==> src/rtl/uart_rx_dec_pkg.sv <==
// Shared definitions for the (7,4) Hamming serial receiver: FSM state
// encoding, frame bit values, codeword geometry and the syndrome-to-bit map.
package uart_rx_dec_pkg;

  // Codeword / data geometry. Only the (7,4) code is implemented.
  localparam int CW_W   = 7;
  localparam int DATA_W = 4;
  localparam int SYN_W  = 3;
  localparam int CNT_W  = 3;

  // Index of the last codeword bit shifted in before the stop bit.
  localparam logic [CNT_W-1:0] LAST_BIT_IDX = 3'd6;

  // Line levels framing each codeword.
  localparam logic START_BIT = 1'b0;
  localparam logic STOP_BIT  = 1'b1;

  // Receiver FSM states.
  typedef enum logic [1:0] {
    ST_IDLE = 2'd0,
    ST_DATA = 2'd1,
    ST_STOP = 2'd2
  } state_e;

  // Syndrome {s2,s1,s0} produced by a single error in each codeword bit.
  localparam logic [SYN_W-1:0] SYN_NONE = 3'b000;
  localparam logic [SYN_W-1:0] SYN_BIT6 = 3'b111;
  localparam logic [SYN_W-1:0] SYN_BIT5 = 3'b101;
  localparam logic [SYN_W-1:0] SYN_BIT4 = 3'b110;
  localparam logic [SYN_W-1:0] SYN_BIT3 = 3'b011;
  localparam logic [SYN_W-1:0] SYN_BIT2 = 3'b100;
  localparam logic [SYN_W-1:0] SYN_BIT1 = 3'b010;
  localparam logic [SYN_W-1:0] SYN_BIT0 = 3'b001;

  // One-hot mask of the codeword bit a given syndrome points at.
  function automatic logic [CW_W-1:0] syn_flip_mask(input logic [SYN_W-1:0] syn);
    logic [CW_W-1:0] mask;
    // NOTE: give every combinationally computed variable a value before any
    // branching; a path that leaves it unassigned would infer a latch.
    mask = '0;
    case (syn)
      SYN_BIT6: mask = 7'b100_0000;
      SYN_BIT5: mask = 7'b010_0000;
      SYN_BIT4: mask = 7'b001_0000;
      SYN_BIT3: mask = 7'b000_1000;
      SYN_BIT2: mask = 7'b000_0100;
      SYN_BIT1: mask = 7'b000_0010;
      SYN_BIT0: mask = 7'b000_0001;
      SYN_NONE: mask = 7'b000_0000;
      default:  mask = 7'b000_0000;
    endcase
    return mask;
  endfunction

endpackage

==> src/rtl/uart_rx_dec_hamming74_dec.sv <==
// Combinational (7,4) Hamming decoder. Computes the syndrome of a received
// codeword and flips the single bit it identifies. Mirrors the transmitter's
// encoder: r[6:3] are data bits, r[2:0] are the parity bits.
module hamming74_dec
  import uart_rx_dec_pkg::*;
(
  input  logic [CW_W-1:0]  r_i,
  output logic [CW_W-1:0]  corrected_o,
  output logic [SYN_W-1:0] syndrome_o
);

  logic [SYN_W-1:0] syn;

  // Parity checks, then correction of the bit the syndrome points at.
  always_comb begin
    syn[2]      = r_i[2] ^ r_i[6] ^ r_i[5] ^ r_i[4];
    syn[1]      = r_i[1] ^ r_i[6] ^ r_i[4] ^ r_i[3];
    syn[0]      = r_i[0] ^ r_i[6] ^ r_i[5] ^ r_i[3];
    corrected_o = r_i ^ syn_flip_mask(syn);
    syndrome_o  = syn;
  end

endmodule

==> src/rtl/uart_rx_dec.sv <==
// Serial receiver for the (7,4) Hamming transmit chain. One line bit per
// clock: start bit (0), seven codeword bits LSB first, stop bit (1). The
// codeword is deserialised, single-bit errors are corrected and the NOT
// encryption is removed. All outputs are registered.
module uart_rx_dec
  import uart_rx_dec_pkg::*;
#(
  parameter int N = CW_W,    // codeword length, only 7 is supported
  parameter int K = DATA_W   // data width, only 4 is supported
) (
  input  logic             clk,
  input  logic             rst,
  input  logic             data_in,
  input  logic             frame_sync,
  output logic [K-1:0]     data_out,
  output logic             data_valid,
  output logic             err_corrected,
  output logic [SYN_W-1:0] syndrome,
  output logic             frame_err,
  output logic             busy
);

  // FSM and frame buffer.
  state_e           state_q;
  logic [CNT_W-1:0] count_q;
  logic [N-1:0]     r_q;

  // Registered outputs.
  logic [K-1:0]     data_q;
  logic             valid_q;
  logic             err_corr_q;
  logic [SYN_W-1:0] syn_q;
  logic             frame_err_q;
  logic             busy_q;

  // Decode results, loaded into the output registers on a good stop bit.
  logic [N-1:0]     dec_corrected;
  logic [SYN_W-1:0] dec_syn_d;
  logic [K-1:0]     dec_data_d;
  logic             dec_err_d;

  // The buffer is complete by the time the FSM sits in STOP, so the decoder
  // works straight off r_q and its result is ready for the stop-bit edge.
  hamming74_dec u_dec (
    .r_i         (r_q),
    .corrected_o (dec_corrected),
    .syndrome_o  (dec_syn_d)
  );

  assign dec_data_d = ~dec_corrected[N-1:N-K];
  assign dec_err_d  = (dec_syn_d != SYN_NONE);

  // Parity bits of the corrected word carry no payload.
  logic unused_parity;
  assign unused_parity = ^dec_corrected[N-K-1:0];

  // Frame FSM: start check, bit collection, stop check and output update.
  always_ff @(posedge clk) begin
    if (rst) begin
      // NOTE: the seven-bit frame buffer is reset along with the FSM so the
      // decoder never sees an undefined codeword after reset.
      state_q     <= ST_IDLE;
      count_q     <= '0;
      r_q         <= '0;
      data_q      <= '0;
      valid_q     <= 1'b0;
      err_corr_q  <= 1'b0;
      syn_q       <= '0;
      frame_err_q <= 1'b0;
      busy_q      <= 1'b0;
    end else begin
      // NOTE: state is updated with <= only, so every register samples the
      // pre-edge values no matter how the statements below are ordered.
      valid_q     <= 1'b0;
      frame_err_q <= 1'b0;

      case (state_q)
        ST_IDLE: begin
          if (frame_sync) begin
            if (data_in == START_BIT) begin
              state_q <= ST_DATA;
              count_q <= '0;
              busy_q  <= 1'b1;
            end else begin
              frame_err_q <= 1'b1;
            end
          end
        end

        ST_DATA: begin
          r_q[count_q] <= data_in;
          if (count_q == LAST_BIT_IDX) begin
            state_q <= ST_STOP;
            count_q <= '0;
          end else begin
            count_q <= count_q + 1'b1;
          end
        end

        ST_STOP: begin
          state_q <= ST_IDLE;
          busy_q  <= 1'b0;
          if (data_in == STOP_BIT) begin
            data_q     <= dec_data_d;
            syn_q      <= dec_syn_d;
            err_corr_q <= dec_err_d;
            valid_q    <= 1'b1;
          end else begin
            frame_err_q <= 1'b1;
          end
        end

        default: begin
          state_q <= ST_IDLE;
          count_q <= '0;
          busy_q  <= 1'b0;
        end
      endcase
    end
  end

  assign data_out      = data_q;
  assign data_valid    = valid_q;
  assign err_corrected = err_corr_q;
  assign syndrome      = syn_q;
  assign frame_err     = frame_err_q;
  assign busy          = busy_q;

endmodule
==> config.mk <==
export PLATFORM = sky130hd
export DESIGN_NAME = uart_rx_dec
export DESIGN_NICKNAME = d
export VERILOG_FILES = /design/src/rtl/uart_rx_dec_pkg.sv /design/src/rtl/uart_rx_dec_hamming74_dec.sv /design/src/rtl/uart_rx_dec.sv
export SDC_FILE = /design/constraint.sdc
export NUM_CORES = 1
export LEC_CHECK = 0
export ABC_AREA = 1
export BUFFER_PORTS_ARGS = -buffer_cell sky130_fd_sc_hd__clkbuf_2
export CORE_ASPECT_RATIO = 0.6
export CORE_MARGIN = 1.5
export CORE_UTILIZATION = 34
export CTS_BUF_LIST = sky130_fd_sc_hd__clkbuf_16
export CTS_CLUSTER_SIZE = 24
export DETAILED_ROUTE_END_ITERATION = 16
export PLACE_DENSITY_LB_ADDON = 0.2
export SLEW_MARGIN = 5
export SYNTH_ARGS = -nofsm -noshare
export SYNTH_HDL_FRONTEND = slang
export SYNTH_SLANG_ARGS = --single-unit
==> constraint.sdc <==
create_clock -name clk -period 1.7 [get_ports clk]
set_input_delay 0.17 -clock clk [delete_from_list [all_inputs] [get_ports clk]]
set_output_delay 0.17 -clock clk [all_outputs]
set_load 0.03 [all_outputs]
==> flow_summary.toml <==
[run_status]
status = "finished, final reports clean"

[clock_tree]
clockBufferDepth = 2
post_cts_resize_count = 0
cts.clk_slew.worst_paths_ps = 60
post_cts_buffers = 0
tritoncts = "built"
clk_latency_ps = 250
htreeDepth = 1
clock-sinks = 23
cts_inserted_buffers = 3
cts_root_buffer = "clkbuf_16"
hold_buffers = 0

[setup_path]
critPathBufInv = 1
reg2regPathDepth = 11
cp.depth = 11
cp_top_family = "simple AND/OR/NAND/NOR gates"
max_stage_delay_ps = 530
critical_path_class = "register to register"
cp-start-kind = "register"
crit_path_top_delay_cell = "dfxtp_1"
reg2reg_slack_ps = 170
worstSetupStartpoint = "r_q[6]"
crit_fanout = 8
rr_endpoint = "data_out[0]"
endpoint_kind = "register"
crit_chain = "nand2_1, nand2_1, nand2_1, nand2_1, nand2_1, nand2_2, nand2_1, nand2_1, nand3_1, nand2_1, inv_1"
worstPathArrival_ps = 1690
worstSetupEndpoint = "data_out[0]"
r2r-start = "r_q[6]"
critical_path.most_common_cell = "nand2_1"
critical_path_required_ps = 1850

[sta]
fin_crit_ps = 1534
rsz0062_at_grt = "no"
hold_ws_ps = 215.1
final_max_slew_viol_count = 0
max_slew_margin_pct = 76.22
tns_ps = 0
hold_viol = 0
period_share_pct = 90.26
fin_skew_ps = 4.006
fmax_mhz = 651.7
tightest_slew_ps = 356.2
layout_setup_ws_ps = 165.5
setup_viol_count_final = 0

[yosys]
ys_seq_area_share_pct = 37.70
synth_area_leaders = "dfxtp_1 (38%), nand2_1 (11%), inv_1 (6.5%)"
synthCells = 174
synth-edff-count = 0
syn_nets = 178
avgSynthCellArea_um2 = 7.018
synth_commonest_cells = "nand2_1 (36), dfxtp_1 (23), inv_1 (21), a21oi_1 (15), nor2_1 (14)"
synthFlopType = "dfxtp_1"
async_flop_share_pct = 0
netlist_area_um2 = 1221
synth.distinct_cells = 27
synth_top_area_share_pct = 37.70
synth_seq_cells = 23
synth_top_area_cell = "dfxtp_1"
yosysWarnings = 0
yosysMostFrequentCell = "nand2_1"

[grt]
antenna_found_initial = 0
grt_pass1_vias = 981
grt_usage_pct = 15.23
grt_pass1_wl_um = 4554
grt_max_degree = 15
grt_remaining_overflow = 0

[power]
leakagePower_nw = 0.6211
max-vdd-ir-drop_mv = 0.5454
powerDensity_nw_per_um2 = 813.8
fin_total_pwr_w = 0.001136

[worst_hold_path]
hold_path_depth = 3
hold_class = "input pin to register"

[detailed_routing]
drtIter0Drc = 89
via_per_inst = 4.790
drt-wirelength-per-cell_um = 11.35
first_pass_iters = 5
vias = 1116
ant_nets = 0
wirelength_um = 2645
drc = 0

[die]
start_util_pct = 36.53
dieArea_um2 = 3972
die_w_um = 80.37
ioPinCount = 15
die_h_um = 49.42
core_um2 = 3343
rows = 16

[finish]
final_nets = 193
drive_gt1_share_pct = 22.34
seqCellArea_um2 = 460.4
antenna_cells = 0
final_area_um2 = 1396
multi_input_area_um2 = 624.3
fillCellCount = 339
syn_to_final_growth_pct = 14.34

[placed_design]
hpwlAfterDp_um = 2059
io_buffers = 14
gp_congestion = 0.8622
dp_slack_ps = 198.6
dpl-instance-area_um2 = 1318

[job]
cap_violations = 0
## worst min path at each step
stage	from	end	slack (ps)
after floorplan	rst	r_q[1]	250
after global placement	data_out[1]	data_out[1]	470
after detailed placement	data_out[1]	data_out[1]	480
after CTS	frame_sync	frame_err	210
after global routing	data_in	frame_err	230
final	frame_sync	frame_err	220
## worst min-delay path: cells and delay by family
family | cells | cell delay (ps)
buffers and inverters | 1 | 110
and+or+nand+nor | 1 | 80
AOI/OAI and AO/OA | 1 | 50
## logic make-up after synthesis
family / after synthesis / synth area share, %
AOI/OAI and AO/OA: 34 / 16.80
xor gates and xnor gates: 2 / 1.435
buffers and inverters: 31 / 11.17
DFF: 23 / 37.70
and+or+nand+nor: 84 / 32.89
## through the flow
step                      cells  utilization (%)
final                       233            41.77
after global routing        233            41.77
after CTS                   233            41.77
after detailed placement    229            39.41
after global placement      229            39.41
after floorplan             174                -
## routing by layer
layer  vias up  wire [um]  global-route usage (%)
met5         -          0                       0
met4         0         24                   4.310
met3         4        137                   4.486
met2        23       1040                   20.31
met1       498       1442                   23.18
li1        591          -                       -
## state kept, by name (all words and copies together) (netlist names)
register	cells
r_q	7
data_out	4
count_q	3
syndrome	3
state_q	2
busy	1
data_valid	1
err_corrected	1
frame_err	1
## report_power, final
| part | internal [W] | switching (W) | leakage (nW) |
|---|---|---|---|
| combinational | 0.0000234 | 0.0000535 | 0.393 |
| sequential | 0.000548 | 0.00000865 | 0.186 |
| clock | 0.000314 | 0.000189 | 0.0423 |
| total | 0.000885 | 0.000251 | 0.621 |
## cells in the final DEF (no fill, tap or decap)
cell,synthesis,final
nand3b_1,1,1
nand2_4,1,1
o21ai_1,2,2
clkinv_2,2,2
dfxtp_1,23,23
a31oi_1,2,2
a311oi_1,3,3
a21oi_1,15,15
inv_2,3,3
nor2_4,2,2
nand2_2,11,11
o21a_1,4,4
inv_1,21,22
nand2_1,36,36
a21oi_2,1,1
clkbuf_2,0,14
nand3_2,1,1
xnor2_1,2,2
nor2_1,14,14
clkbuf_16,0,3
o21ai_0,4,4
inv_4,1,1
o211ai_1,3,3
nor3_1,3,3
nor2_2,3,3
nand3_1,12,12
## area by class of cell
type                       count  area share (%)
sequential                    23           32.97
multi-input combinational    120           44.71
inverter                      27           7.616
timing repair buffer          14           5.018
tap                           45           4.032
clock buffer                   3           5.376
clock inverter                 1          0.2688
(Power assumes the default switching activity.)
